File: src/rtl/uart_rx_frame_parser.sv
// Framed-packet parser behind a byte UART receiver: SOF, LEN, payload, checksum.
// The payload is buffered and released on a valid/ready stream only after the checksum matches.
module uart_rx_frame_parser #(
    parameter logic [7:0] SOF_BYTE     = 8'hA5,
    parameter int         MAX_LEN      = 16,
    parameter int         TIMEOUT_CLKS = 50000
) (
    input  logic       clk,
    input  logic       rst_n,
    input  logic [7:0] rx_data,
    input  logic       rx_done,
    output logic [7:0] m_data,
    output logic       m_valid,
    input  logic       m_ready,
    output logic       m_last,
    output logic [7:0] frame_len,
    output logic       frame_err,
    output logic [2:0] err_code,
    output logic       busy
);

    localparam int IDX_W = (MAX_LEN > 1) ? $clog2(MAX_LEN) : 1;
    localparam int TO_W  = $clog2(TIMEOUT_CLKS + 1);
    localparam logic [TO_W-1:0] TO_LIMIT  = TO_W'(TIMEOUT_CLKS - 1);
    localparam logic [7:0]      MAX_LEN_B = 8'(MAX_LEN);

    localparam logic [2:0] ST_IDLE    = 3'd0;
    localparam logic [2:0] ST_LEN     = 3'd1;
    localparam logic [2:0] ST_PAYLOAD = 3'd2;
    localparam logic [2:0] ST_CHK     = 3'd3;
    localparam logic [2:0] ST_OUT     = 3'd4;

    function automatic logic [7:0] csum_add(input logic [7:0] acc, input logic [7:0] b);
        return acc + b;
    endfunction

    logic [2:0]      state_r, state_nxt_s;
    logic [7:0]      len_r, acc_r, wr_ptr_r, rd_ptr_r, rd_nxt_s;
    logic [TO_W-1:0] to_cnt_r;
    logic [7:0]      buf_r [0:MAX_LEN-1];
    logic            err_s, timed_s, timeout_s, xfer_s, chk_ok_s;
    logic [2:0]      err_code_s;
    logic [7:0]      m_data_r, frame_len_r;
    logic            m_valid_r, m_last_r, frame_err_r, busy_r;
    logic [2:0]      err_code_r;

    assign m_data    = m_data_r;
    assign m_valid   = m_valid_r;
    assign m_last    = m_last_r;
    assign frame_len = frame_len_r;
    assign frame_err = frame_err_r;
    assign err_code  = err_code_r;
    assign busy      = busy_r;

    assign timed_s   = (state_r == ST_LEN) || (state_r == ST_PAYLOAD) || (state_r == ST_CHK);
    assign timeout_s = timed_s && !rx_done && (to_cnt_r == TO_LIMIT);
    assign xfer_s    = m_valid_r && m_ready;
    assign rd_nxt_s  = rd_ptr_r + 8'd1;
    assign chk_ok_s  = (state_r == ST_CHK) && rx_done && (rx_data == acc_r);

    // Next-state and error-event decode
    always_comb begin
        state_nxt_s = state_r;
        err_s       = 1'b0;
        err_code_s  = 3'd0;
        case (state_r)
            ST_IDLE: begin
                if (rx_done && (rx_data == SOF_BYTE)) begin
                    state_nxt_s = ST_LEN;
                end else begin
                    state_nxt_s = ST_IDLE;
                end
            end
            ST_LEN, ST_PAYLOAD, ST_CHK: begin
                if (rx_done) begin
                    if (state_r == ST_LEN) begin
                        if ((rx_data == 8'd0) || (rx_data > MAX_LEN_B)) begin
                            err_s       = 1'b1;
                            err_code_s  = 3'd1;
                            state_nxt_s = ST_IDLE;
                        end else begin
                            state_nxt_s = ST_PAYLOAD;
                        end
                    end else if (state_r == ST_PAYLOAD) begin
                        if (wr_ptr_r == (len_r - 8'd1)) begin
                            state_nxt_s = ST_CHK;
                        end else begin
                            state_nxt_s = ST_PAYLOAD;
                        end
                    end else if (chk_ok_s) begin
                        state_nxt_s = ST_OUT;
                    end else begin
                        err_s       = 1'b1;
                        err_code_s  = 3'd2;
                        state_nxt_s = ST_IDLE;
                    end
                end else if (timeout_s) begin
                    err_s       = 1'b1;
                    err_code_s  = 3'd3;
                    state_nxt_s = ST_IDLE;
                end else begin
                    state_nxt_s = state_r;
                end
            end
            ST_OUT: begin
                // A byte arriving while draining cannot be stored; it is reported and dropped
                if (rx_done) begin
                    err_s      = 1'b1;
                    err_code_s = 3'd4;
                end else begin
                    err_s      = 1'b0;
                end
                if (xfer_s && m_last_r) begin
                    state_nxt_s = ST_IDLE;
                end else begin
                    state_nxt_s = ST_OUT;
                end
            end
            default: begin
                state_nxt_s = ST_IDLE;
            end
        endcase
    end

    // Payload buffer write; contents are only read after a complete, verified frame
    always_ff @(posedge clk) begin
        if ((state_r == ST_PAYLOAD) && rx_done) begin
            buf_r[wr_ptr_r[IDX_W-1:0]] <= rx_data;
        end
    end

    // Control state, counters, checksum and registered outputs
    always_ff @(posedge clk) begin
        if (!rst_n) begin
            state_r     <= ST_IDLE;
            len_r       <= 8'd0;
            acc_r       <= 8'd0;
            wr_ptr_r    <= 8'd0;
            rd_ptr_r    <= 8'd0;
            to_cnt_r    <= '0;
            m_data_r    <= 8'd0;
            m_valid_r   <= 1'b0;
            m_last_r    <= 1'b0;
            frame_len_r <= 8'd0;
            frame_err_r <= 1'b0;
            err_code_r  <= 3'd0;
            busy_r      <= 1'b0;
        end else begin
            state_r     <= state_nxt_s;
            busy_r      <= (state_nxt_s != ST_IDLE);
            frame_err_r <= err_s;
            if (err_s) begin
                err_code_r <= err_code_s;
            end
            if ((state_nxt_s != state_r) || rx_done || !timed_s) begin
                to_cnt_r <= '0;
            end else begin
                to_cnt_r <= to_cnt_r + 1'b1;
            end
            if ((state_r == ST_LEN) && (state_nxt_s == ST_PAYLOAD)) begin
                len_r    <= rx_data;
                acc_r    <= rx_data;
                wr_ptr_r <= 8'd0;
            end
            if ((state_r == ST_PAYLOAD) && rx_done) begin
                acc_r    <= csum_add(acc_r, rx_data);
                wr_ptr_r <= wr_ptr_r + 8'd1;
            end
            if (chk_ok_s) begin
                frame_len_r <= len_r;
                rd_ptr_r    <= 8'd0;
                m_data_r    <= buf_r[0];
                m_last_r    <= (len_r == 8'd1);
                m_valid_r   <= 1'b1;
            end else if ((state_r == ST_OUT) && xfer_s) begin
                if (m_last_r) begin
                    m_valid_r <= 1'b0;
                    m_last_r  <= 1'b0;
                end else begin
                    rd_ptr_r <= rd_nxt_s;
                    m_data_r <= buf_r[rd_nxt_s[IDX_W-1:0]];
                    m_last_r <= (rd_nxt_s == (len_r - 8'd1));
                end
            end
        end
    end

endmodule

File: config.mk
export PLATFORM = sky130hd
export DESIGN_NAME = uart_rx_frame_parser
export DESIGN_NICKNAME = d
export VERILOG_FILES = /design/src/rtl/uart_rx_frame_parser.sv
export SDC_FILE = /design/constraint.sdc
export NUM_CORES = 1
export LEC_CHECK = 0
export ABC_AREA = 1
export CAP_MARGIN = 20
export CORE_AREA = 3 3 148 150
export CTS_CLUSTER_DIAMETER = 100
export DETAILED_ROUTE_END_ITERATION = 7
export DIE_AREA = 0 0 151 153
export SETUP_SLACK_MARGIN = 0.02
export SLEW_MARGIN = 5
export SYNTH_ARGS = -nofsm -noshare
export SYNTH_HDL_FRONTEND = slang
export SYNTH_SLANG_ARGS = --single-unit
File: constraint.sdc
create_clock -name clk -period 1.95 [get_ports clk]
set_clock_uncertainty 0.15 [all_clocks]
set_input_delay 0.2925 -clock clk [delete_from_list [all_inputs] [get_ports clk]]
set_output_delay 0.2925 -clock clk [all_outputs]
set_load 0.03 [all_outputs]
==> flow_metrics.env <==
export IMPL_timing_fmax_mhz=481.7
export IMPL_synthCells=980
export IMPL_status="complete, but fails checks"
export IMPL_ant_nets=0
export IMPL_fin_nets=1232
export IMPL_synthArstFlopShare=0
export IMPL_antenna_found_initial=0
export IMPL_p_total_mw=8.827
export IMPL_die_height_um=153
export IMPL_clkSinkCount=202
export IMPL_critPathBufInv=1
export IMPL_max_cap_violations=0
export IMPL_synth_area_per_cell_um2=9.398
export IMPL_cts_buffers=22
export IMPL_yosysWarnings=0
export IMPL_die_area_um2=23100
export IMPL_rsz0062_at_grt="true"
export IMPL_drive_above_1_share=0.3339
export IMPL_cpMaxStageDelayCell="dfxtp_2"
export IMPL_port_buffers=34
export IMPL_die_w_um=151
export IMPL_gp_congestion=0.8281
export IMPL_dr_pass1_iters=5
export IMPL_most_common_layout_cells="buf_4 (152), nor2_1 (137), edfxtp_1 (128), nand2_1 (123), nand3_1 (64)"
export IMPL_finish_instance_area_um2=13110
export IMPL_start_kind="flop"
export IMPL_cts_hold_buf=0
export IMPL_antenna_cells=0
export IMPL_dpl_hpwl_um=16680
export IMPL_setup_viol=25
export IMPL_routedWlPerCell_um=17.81
export IMPL_grt_pass1_wl_um=40030
export IMPL_cts_buffer_depth=3
export IMPL_endpoint_kind="flop"
export IMPL_initial_utilization=0.4423
export IMPL_core_area_um2=20820
export IMPL_synth_fp_nets=1008
export IMPL_synth_edf_count=128
export IMPL_layout_commonest_cell="buf_4"
export IMPL_cts_root_buffer="clkbuf_16"
export IMPL_place_area_um2=11070
export IMPL_holdCritPathClass="in -> reg"
export IMPL_crit_path_max_incr_delay_ns=0.32
export IMPL_clk_latency_ns=0.51
export IMPL_synth_distinct_cells=38
export IMPL_timing_final_ws_setup_ns=-0.1260
export IMPL_hold_viol_final=0
export IMPL_io_pins=35
export IMPL_min_period_ns=2.076
export IMPL_drt_vias_per_instance=5.255
export IMPL_power_leakage_nw=5.020
export IMPL_peakVddDrop_mv=0.4859
export IMPL_grt_pass1_vias=7450
export IMPL_p_per_area_nw_per_um2=673.5
export IMPL_grt_max_degree=42
export IMPL_grt_ovfl_total=0
export IMPL_slew_headroom=0.6975
export IMPL_critPathMaxFanout=8
export IMPL_max_slew_worst_pin_slew_ns=0.4503
export IMPL_cts_max_level=1
export IMPL_vias=7851
export IMPL_arrival_ns=2.37
export IMPL_synth_seq_cells=202
export IMPL_wl_um=26610
export IMPL_synth_cell_area_um2=9210
export IMPL_drtIter0Drc=645
export IMPL_drv_slew=0
export IMPL_violations="setup timing"
export IMPL_path_class="reg -> reg"
export IMPL_cts_tree="yes"
export IMPL_crit_required_ns=2.24
export IMPL_grt_use_total=0.2213
export IMPL_fin_crit_sh=1.065
export IMPL_num_rows=53
export IMPL_clk_pin_slew_worst_paths_ns=0.06
export IMPL_timing_hold_ws_ns=0.1899
export IMPL_cp_cell_sequence="buf_4, nor2_4, nand2_2, o21ai_0, nand3_1, nand2_1, nand3_1, o21bai_1, nand2_2, nand2_4, nand2_8, nor2_2"
export IMPL_synth_seq_area_share=0.5782
export IMPL_crit_family="simple AND/OR/NAND/NOR gates"
export IMPL_area_delta_synth_final_pct=42.32
export IMPL_synth_ff_type="edfxtp_1"
export IMPL_route_detailed_drc=0
-- worst register-to-register path: cells and delay by family (launching register included) --
kind | cells | cell delay [ns]
simple gates | 9 | 0.98
compound gates | 2 | 0.40
buf+inv | 1 | 0.15
flops | 1 | 0.32
-- Yosys cell counts, types with 2 or more instances --
cell type  number  share of area
inv_2           7         0.0029
nor4_1          3         0.0020
a31oi_1         4         0.0027
nor2_4         12          0.015
dfxtp_1        74           0.16
ha_1           15          0.020
or2_2           2         0.0014
o21ai_2         2         0.0019
clkbuf_1       21         0.0086
buf_1           3         0.0012
buf_2           9         0.0049
nor3_1         10         0.0054
nand3_2         2         0.0022
inv_1          72          0.029
o211ai_1       41          0.033
xor2_1         12          0.011
nor2_2          3         0.0020
o21ai_0        84          0.046
a211oi_1        2         0.0016
nand3_1        78          0.042
xnor2_1         7         0.0067
edfxtp_1      128           0.42
o21a_1          2         0.0016
nor2_1        165          0.067
a21oi_1        55          0.030
nand2_2         9         0.0061
nand2_1       137          0.056
nand4_1        11         0.0075
-- stage by stage --
step / instances / worst slack (ns) / utilization / TNS, ns
3_5_place_dp: 1414 / -0.7528 / 0.5315 / -75.97
4_1_cts: 1480 / -0.09769 / 0.5981 / -1.734
5_1_grt: 1494 / -0.2696 / 0.6295 / -9.971
6_report: 1494 / -0.1260 / 0.6295 / -2.445
3_3_place_gp: 1414 / -0.6459 / 0.5315 / -73.57
2_1_floorplan: 980 / -0.09186 / - / -8.818
-- per-layer routing --
layer	track usage	routed length (um)	vias up
met5	0	0	-
met3	0.03083	1250	44
li1	-	-	3836
met2	0.3905	13640	183
met4	0.06822	634	0
met1	0.2801	11080	3788
-- sequential cells by signal, indices dropped and copies added, names as in the netlist --
signal	flops
wr_ptr_r	8
frame_len	8
m_data	8
frame_err	1
rd_ptr_r	8
len_r	8
acc_r	8
buf_r	128
to_cnt_r	16
m_valid	1
err_code	3
state_r	3
m_last	1
busy	1
-- path summary, 6_finish.rpt --
kind               from          end  slack [ns]  depth (start not counted)
max            len_r[1]  to_cnt_r[3]       -0.13                         12
min          rx_data[5]  buf_r[9][5]        0.19                          2
max reg2reg    len_r[1]  to_cnt_r[3]       -0.13                         12
min reg2reg   m_data[2]    m_data[2]        0.31                          2
-- cell families after synthesis --
| kind of cell | Yosys count | synth area share |
|---|---|---|
| buf+inv | 114 | 0.04959 |
| xor+xnor | 20 | 0.02106 |
| simple gates | 434 | 0.2087 |
| compound gates | 194 | 0.1200 |
| fa+ha+maj | 16 | 0.02255 |
| flops | 202 | 0.5782 |
-- power by group --
group | leakage (nW) | internal (mW) | switching (mW)
sequential | 1.75 | 4.53 | 0.0000441
combinational | 2.93 | 0.0824 | 0.146
clock | 0.333 | 2.40 | 1.66
total | 5.02 | 7.02 | 1.81
-- repair_timing --
| item | 4_1_cts | 5_1_grt |
|---|---|---|
| gates cloned | 8 | 2 |
| gates resized for setup | 135 | 166 |
| endpoints found under the setup margin | 85 | 193 |
| pin swaps | 41 | 91 |
| setup buffers | 19 | 15 |
-- cell type report --
cell class	count	area, um2
clock inverter	13	115.1
fill	1687	7715
tap	275	344.1
multi-input combinational	665	4169
sequential	202	5345
clock buffer	26	586.8
inverter	80	329.1
timing repair buffer	233	2218
Power figures use the tool's default switching activity.
